`config.mk`:
```
export PLATFORM = sky130hd
export DESIGN_NAME = calc_result_bcd
export DESIGN_NICKNAME = d
export VERILOG_FILES = /design/src/rtl/calc_pkg.sv /design/src/rtl/bcd_digit_adj.sv /design/src/rtl/calc_result_bcd.sv
export SDC_FILE = /design/constraint.sdc
export NUM_CORES = 1
export LEC_CHECK = 0
export CAP_MARGIN = 20
export CORE_AREA = 2 2 103 80
export DETAILED_ROUTE_END_ITERATION = 10
export DIE_AREA = 0 0 105 82
export PLACE_DENSITY = 0.73
export RECOVER_POWER = 50
export SYNTH_ARGS = -nofsm -noshare
export SYNTH_HDL_FRONTEND = slang
export SYNTH_HIERARCHICAL = 1
export SYNTH_SLANG_ARGS = --single-unit
```
`constraint.sdc`:
```
create_clock -name clk -period 2.6 [get_ports clk]
set_input_delay 0.52 -clock clk [delete_from_list [all_inputs] [get_ports clk]]
set_output_delay 0.52 -clock clk [all_outputs]
set_load 0.01 [all_outputs]
```
`src/rtl/calc_pkg.sv`:
```
// Shared calculator definitions: opcodes, datapath widths, BCD stage states.
// Latency: n/a (constants and types only).
// Backpressure: n/a.
package calc_pkg;

  // basic_calculator opcodes
  localparam logic [1:0] OP_ADD = 2'b00;
  localparam logic [1:0] OP_SUB = 2'b01;
  localparam logic [1:0] OP_MUL = 2'b10;
  localparam logic [1:0] OP_DIV = 2'b11;

  localparam int CALC_OPERAND_W = 8;
  localparam int CALC_RESULT_W  = 16;

  // Five digits cover the full 16-bit result range (max 65535)
  localparam int BCD_DIGITS = 5;

  typedef enum logic [1:0] {
    IDLE,
    SHIFT,
    DONE
  } bcd_state_t;

endpackage

```
`src/rtl/bcd_digit_adj.sv`:
```
// Double-dabble digit correction: add 3 to a BCD digit that is 5 or more.
// Latency: combinational.
// Backpressure: none.
module bcd_digit_adj (
  input  logic [3:0] digit,
  output logic [3:0] adjusted
);

  // Digit is at most 9 on entry, so the 4-bit sum never wraps
  always_comb begin
    adjusted = digit;
    if (digit >= 4'd5) begin
      adjusted = digit + 4'd3;
    end
  end

endmodule

```
`src/rtl/calc_result_bcd.sv`:
```
// Binary-to-BCD converter for calculator results, with significant-digit count.
// Latency: WIDTH cycles after acceptance for normal results; error results are ready right after acceptance.
// Backpressure: one result in flight; in_ready only in IDLE, output held in DONE until out_ready.
module calc_result_bcd
  import calc_pkg::*;
#(
  parameter int WIDTH  = CALC_RESULT_W,
  parameter int DIGITS = BCD_DIGITS
) (
  input  logic                  clk,
  input  logic                  rst,
  input  logic                  in_valid,
  output logic                  in_ready,
  input  logic [WIDTH-1:0]      result,
  input  logic                  error_flag,
  output logic                  out_valid,
  input  logic                  out_ready,
  output logic [4*DIGITS-1:0]   bcd,
  output logic [2:0]            ndigits,
  output logic                  out_error,
  output logic                  busy
);

  localparam int BCD_W = 4 * DIGITS;
  localparam int SH_W  = BCD_W + WIDTH;
  localparam int CNT_W = $clog2(WIDTH + 1);

  bcd_state_t        state_q;
  bcd_state_t        state_d;
  logic [SH_W-1:0]   sh_q;
  logic [SH_W-1:0]   sh_shift;
  logic [BCD_W-1:0]  adj;
  logic [BCD_W-1:0]  fin_digits;
  logic [CNT_W-1:0]  cnt_q;
  logic [BCD_W-1:0]  bcd_q;
  logic [2:0]        nd_q;
  logic [2:0]        nd_next;
  logic              err_q;
  logic              last_shift;

  // All digits are corrected in parallel from the current register contents
  for (genvar g = 0; g < DIGITS; g++) begin : g_adj
    bcd_digit_adj u_adj (
      .digit    (sh_q[WIDTH + 4*g +: 4]),
      .adjusted (adj[4*g +: 4])
    );
  end

  assign sh_shift   = {adj, sh_q[WIDTH-1:0]} << 1;
  assign fin_digits = sh_shift[SH_W-1 -: BCD_W];
  assign last_shift = (state_q == SHIFT) && (cnt_q == CNT_W'(WIDTH - 1));

  // Significant digits: position of the highest nonzero digit, at least one
  always_comb begin
    nd_next = 3'd1;
    for (int i = 0; i < DIGITS; i++) begin
      if (fin_digits[4*i +: 4] != 4'd0) begin
        nd_next = 3'(i + 1);
      end
    end
  end

  // State register
  always_ff @(posedge clk or posedge rst) begin
    if (rst) begin
      state_q <= IDLE;
    end else begin
      state_q <= state_d;
    end
  end

  // Next-state and handshake outputs
  always_comb begin
    state_d   = state_q;
    in_ready  = 1'b0;
    out_valid = 1'b0;
    busy      = 1'b0;
    case (state_q)
      IDLE: begin
        in_ready = 1'b1;
        if (in_valid) begin
          state_d = error_flag ? DONE : SHIFT;
        end
      end
      SHIFT: begin
        busy = 1'b1;
        if (last_shift) begin
          state_d = DONE;
        end
      end
      DONE: begin
        busy      = 1'b1;
        out_valid = 1'b1;
        if (out_ready) begin
          state_d = IDLE;
        end
      end
      default: state_d = IDLE;
    endcase
  end

  // Capture, shift-and-add-3 datapath and output latches
  always_ff @(posedge clk or posedge rst) begin
    if (rst) begin
      sh_q  <= '0;
      cnt_q <= '0;
      bcd_q <= '0;
      nd_q  <= 3'd1;
      err_q <= 1'b0;
    end else begin
      case (state_q)
        IDLE: begin
          if (in_valid) begin
            if (error_flag) begin
              err_q <= 1'b1;
              bcd_q <= '0;
              nd_q  <= 3'd1;
            end else begin
              err_q <= 1'b0;
              sh_q  <= {{BCD_W{1'b0}}, result};
              cnt_q <= '0;
            end
          end
        end
        SHIFT: begin
          sh_q  <= sh_shift;
          cnt_q <= cnt_q + CNT_W'(1);
          if (last_shift) begin
            bcd_q <= fin_digits;
            nd_q  <= nd_next;
          end
        end
        default: ;
      endcase
    end
  end

  assign bcd       = bcd_q;
  assign ndigits   = nd_q;
  assign out_error = err_q;

endmodule

```
==> results of run 1 <==
sequential cells by signal, summed over array words and instances (netlist names):
register	flops
sh_q	36
state_q	2
ndigits	3
bcd	20
out_error	1
cnt_q	5
cell usage in the layout (no fill, tap or decap), types with 2 or more instances in the layout:
| cell type | count |
|---|---|
| mux2_2 | 37 |
| a21oi_2 | 5 |
| clkbuf_8 | 14 |
| a21oi_1 | 2 |
| o22ai_1 | 2 |
| dfrtp_1 | 66 |
| mux2_4 | 17 |
| buf_4 | 4 |
| and2_1 | 20 |
| ha_1 | 15 |
| clkdlybuf4s50_1 | 36 |
| a2bb2oi_1 | 2 |
| o21ai_1 | 4 |
| mux2_1 | 18 |
| a21o_1 | 2 |
| inv_1 | 21 |
| and3_1 | 2 |
| nand2b_1 | 11 |
| xnor2_1 | 5 |
| dlygate4sd3_1 | 11 |
| nor2b_1 | 2 |
| o21ai_0 | 6 |
| mux2i_1 | 8 |
| nand2_1 | 23 |
| nor4_1 | 4 |
| a211o_1 | 2 |
| buf_12 | 3 |
| nor2_1 | 5 |
final cells by class:
class / count / area [sq um]
tap: 105 / 131.4
inverter: 21 / 78.83
timing repair buffer: 56 / 569.3
sequential: 67 / 1678
multi-input combinational: 206 / 1833
clock buffer: 14 / 192.7
clock inverter: 1 / 5.005
fill: 659 / 3149
worst max-delay path by stage:
stage / to / slack, ns / cells after the start
floorplan: bcd[0] / 0.40 / 1
detailed placement: sh_q[12] / 0.37 / 5
CTS: in_ready / 0.27 / 3
global placement: sh_q[32] / 0.44 / 5
global route: in_ready / 0.16 / 3
finish: in_ready / 0.28 / 3
layer usage:
layer / share of wire [%] / wire (um) / vias to the layer above / GRT usage [%]
met4: 1.2 / 81 / 0 / 5.333
met3: 5.4 / 358 / 10 / 5.714
met5: 0 / 0 / - / 0
met1: 48 / 3184 / 1148 / 21.43
met2: 46 / 3039 / 44 / 28.64
li1: - / - / 1164 / -
through the flow:
step / utilization, % / setup slack (ns) / instances / power [mW] / area, sq um
after floorplan: - / 0.3985 / 307 / 2.500 / 3675
after global placement: 56.42 / 0.4409 / 455 / 2.830 / 4309
after detailed placement: 56.42 / 0.3747 / 455 / 2.873 / 4309
after CTS: 59.01 / 0.2726 / 470 / 3.734 / 4507
after global routing: 58.76 / 0.1637 / 470 / 3.906 / 4488
final: 58.76 / 0.2816 / 470 / 3.671 / 4488
power by group:
part           switching [mW]  internal (mW)
clock                   0.369          0.470
combinational           0.715          0.778
sequential              0.109           1.23
total                    1.19           2.48
critical path: stages (launching register included):
cell and delay [ns]:
dfrtp_1 0.39, inv_1 0.10, ha_1 0.37, clkdlybuf4s50_1 0.61
==> reports/results.ini, run 1 <==
[grt]
grt_max_degree=39
antenna_found_initial=0
grt_pass1_vias=2402
track_usage_pct=17.17
grt_overflow_total=0
grt_pass1_wl_um=11510

[die]
fp-row-count=28
design.core.area_sq_mm=0.007637
io_pins=48
die_y_um=82
start_util_pct=48.12
fp.dieW_um=105
die-area_sq_mm=0.008610

[setup_path]
cp.required_ns=2.08
r2r_slack_ns=0.53
worstReg2RegStart=sh_q[28]
cp-startpoint=state_q[0]
cp_max_fo=10
arrival_ns=1.80
crit_type=reg2out
reg2reg_depth=8
end_kind=primary output
critPathLaunchType=flip-flop
r2r-end=ndigits[2]

[drt]
drc=0
drt_iter0_markers=104
routed_wl_um=6663
ant_nets=0
first_pass_iters=4
vias=2366
vias_per_cell=5.034
wl_per_cell_um=14.18

[clock_tree]
holdBufCountCts=0
cts_max_level=3
cts_sinks=67
cts-root-buf=clkbuf_8
cts_buffer_depth=2
cts.repair.resized=0
clkLatencyLatePin_ns=0.34
cts-buffers-inserted=9
cts_setup_buffers=0
path_clk_slew_ns=0.07
cts_tree=yes

[timing]
rsz0062_at_grt=false
slew_headroom_pct=48.29
setup-violations-final=0
holdWs_ns=0.4756
skew_ns=0.005862
worstMarginPinSlew_ns=0.7748
clock.fmax_mhz=431.3
final.setup.tns_ns=0
drv_slew=0
hold_viol_final=0
fin_crit_sh_pct=89.17
period_minus_slack_ns=2.318

[hold_path]
min_from=bcd[11]
whs_endpoint=bcd[11]
hold_depth=1
hold_class=reg2reg

[pwr]
p_per_area_mw_per_mm2=817.9
leakagePower_nw=2.145
vdd_drop_max_mv=0.8082

[logic_synthesis]
syn_area_sq_mm=0.003675
syn_inst=307
synth_nets=343
yosys_warnings=6
synth_area_per_cell_sq_um=11.97

[layout]
drive_gt1_share_pct=23.84
diodes=0
syn_to_final_growth_pct=22.13
finish.net_count=397

[place]
portBuffers=47
gp_congestion=0.7727
dp_hpwl_um=4670

[run_status]
status=complete, no violations

[job]
max_cap_violations=0

Note: power is estimated with default switching activity, not from simulation.
==> run 2, diff against run 1 <==
--- a/config.mk
+++ b/config.mk
@@ -5,6 +5,7 @@
 export SDC_FILE = /design/constraint.sdc
 export NUM_CORES = 1
 export LEC_CHECK = 0
+export ABC_CLOCK_PERIOD_IN_PS = 2600
 export CAP_MARGIN = 20
 export CORE_AREA = 2 2 103 80
 export DETAILED_ROUTE_END_ITERATION = 10
==> results of run 2 <==
The final DEF is identical to that of run 1; final timing and power are the same.
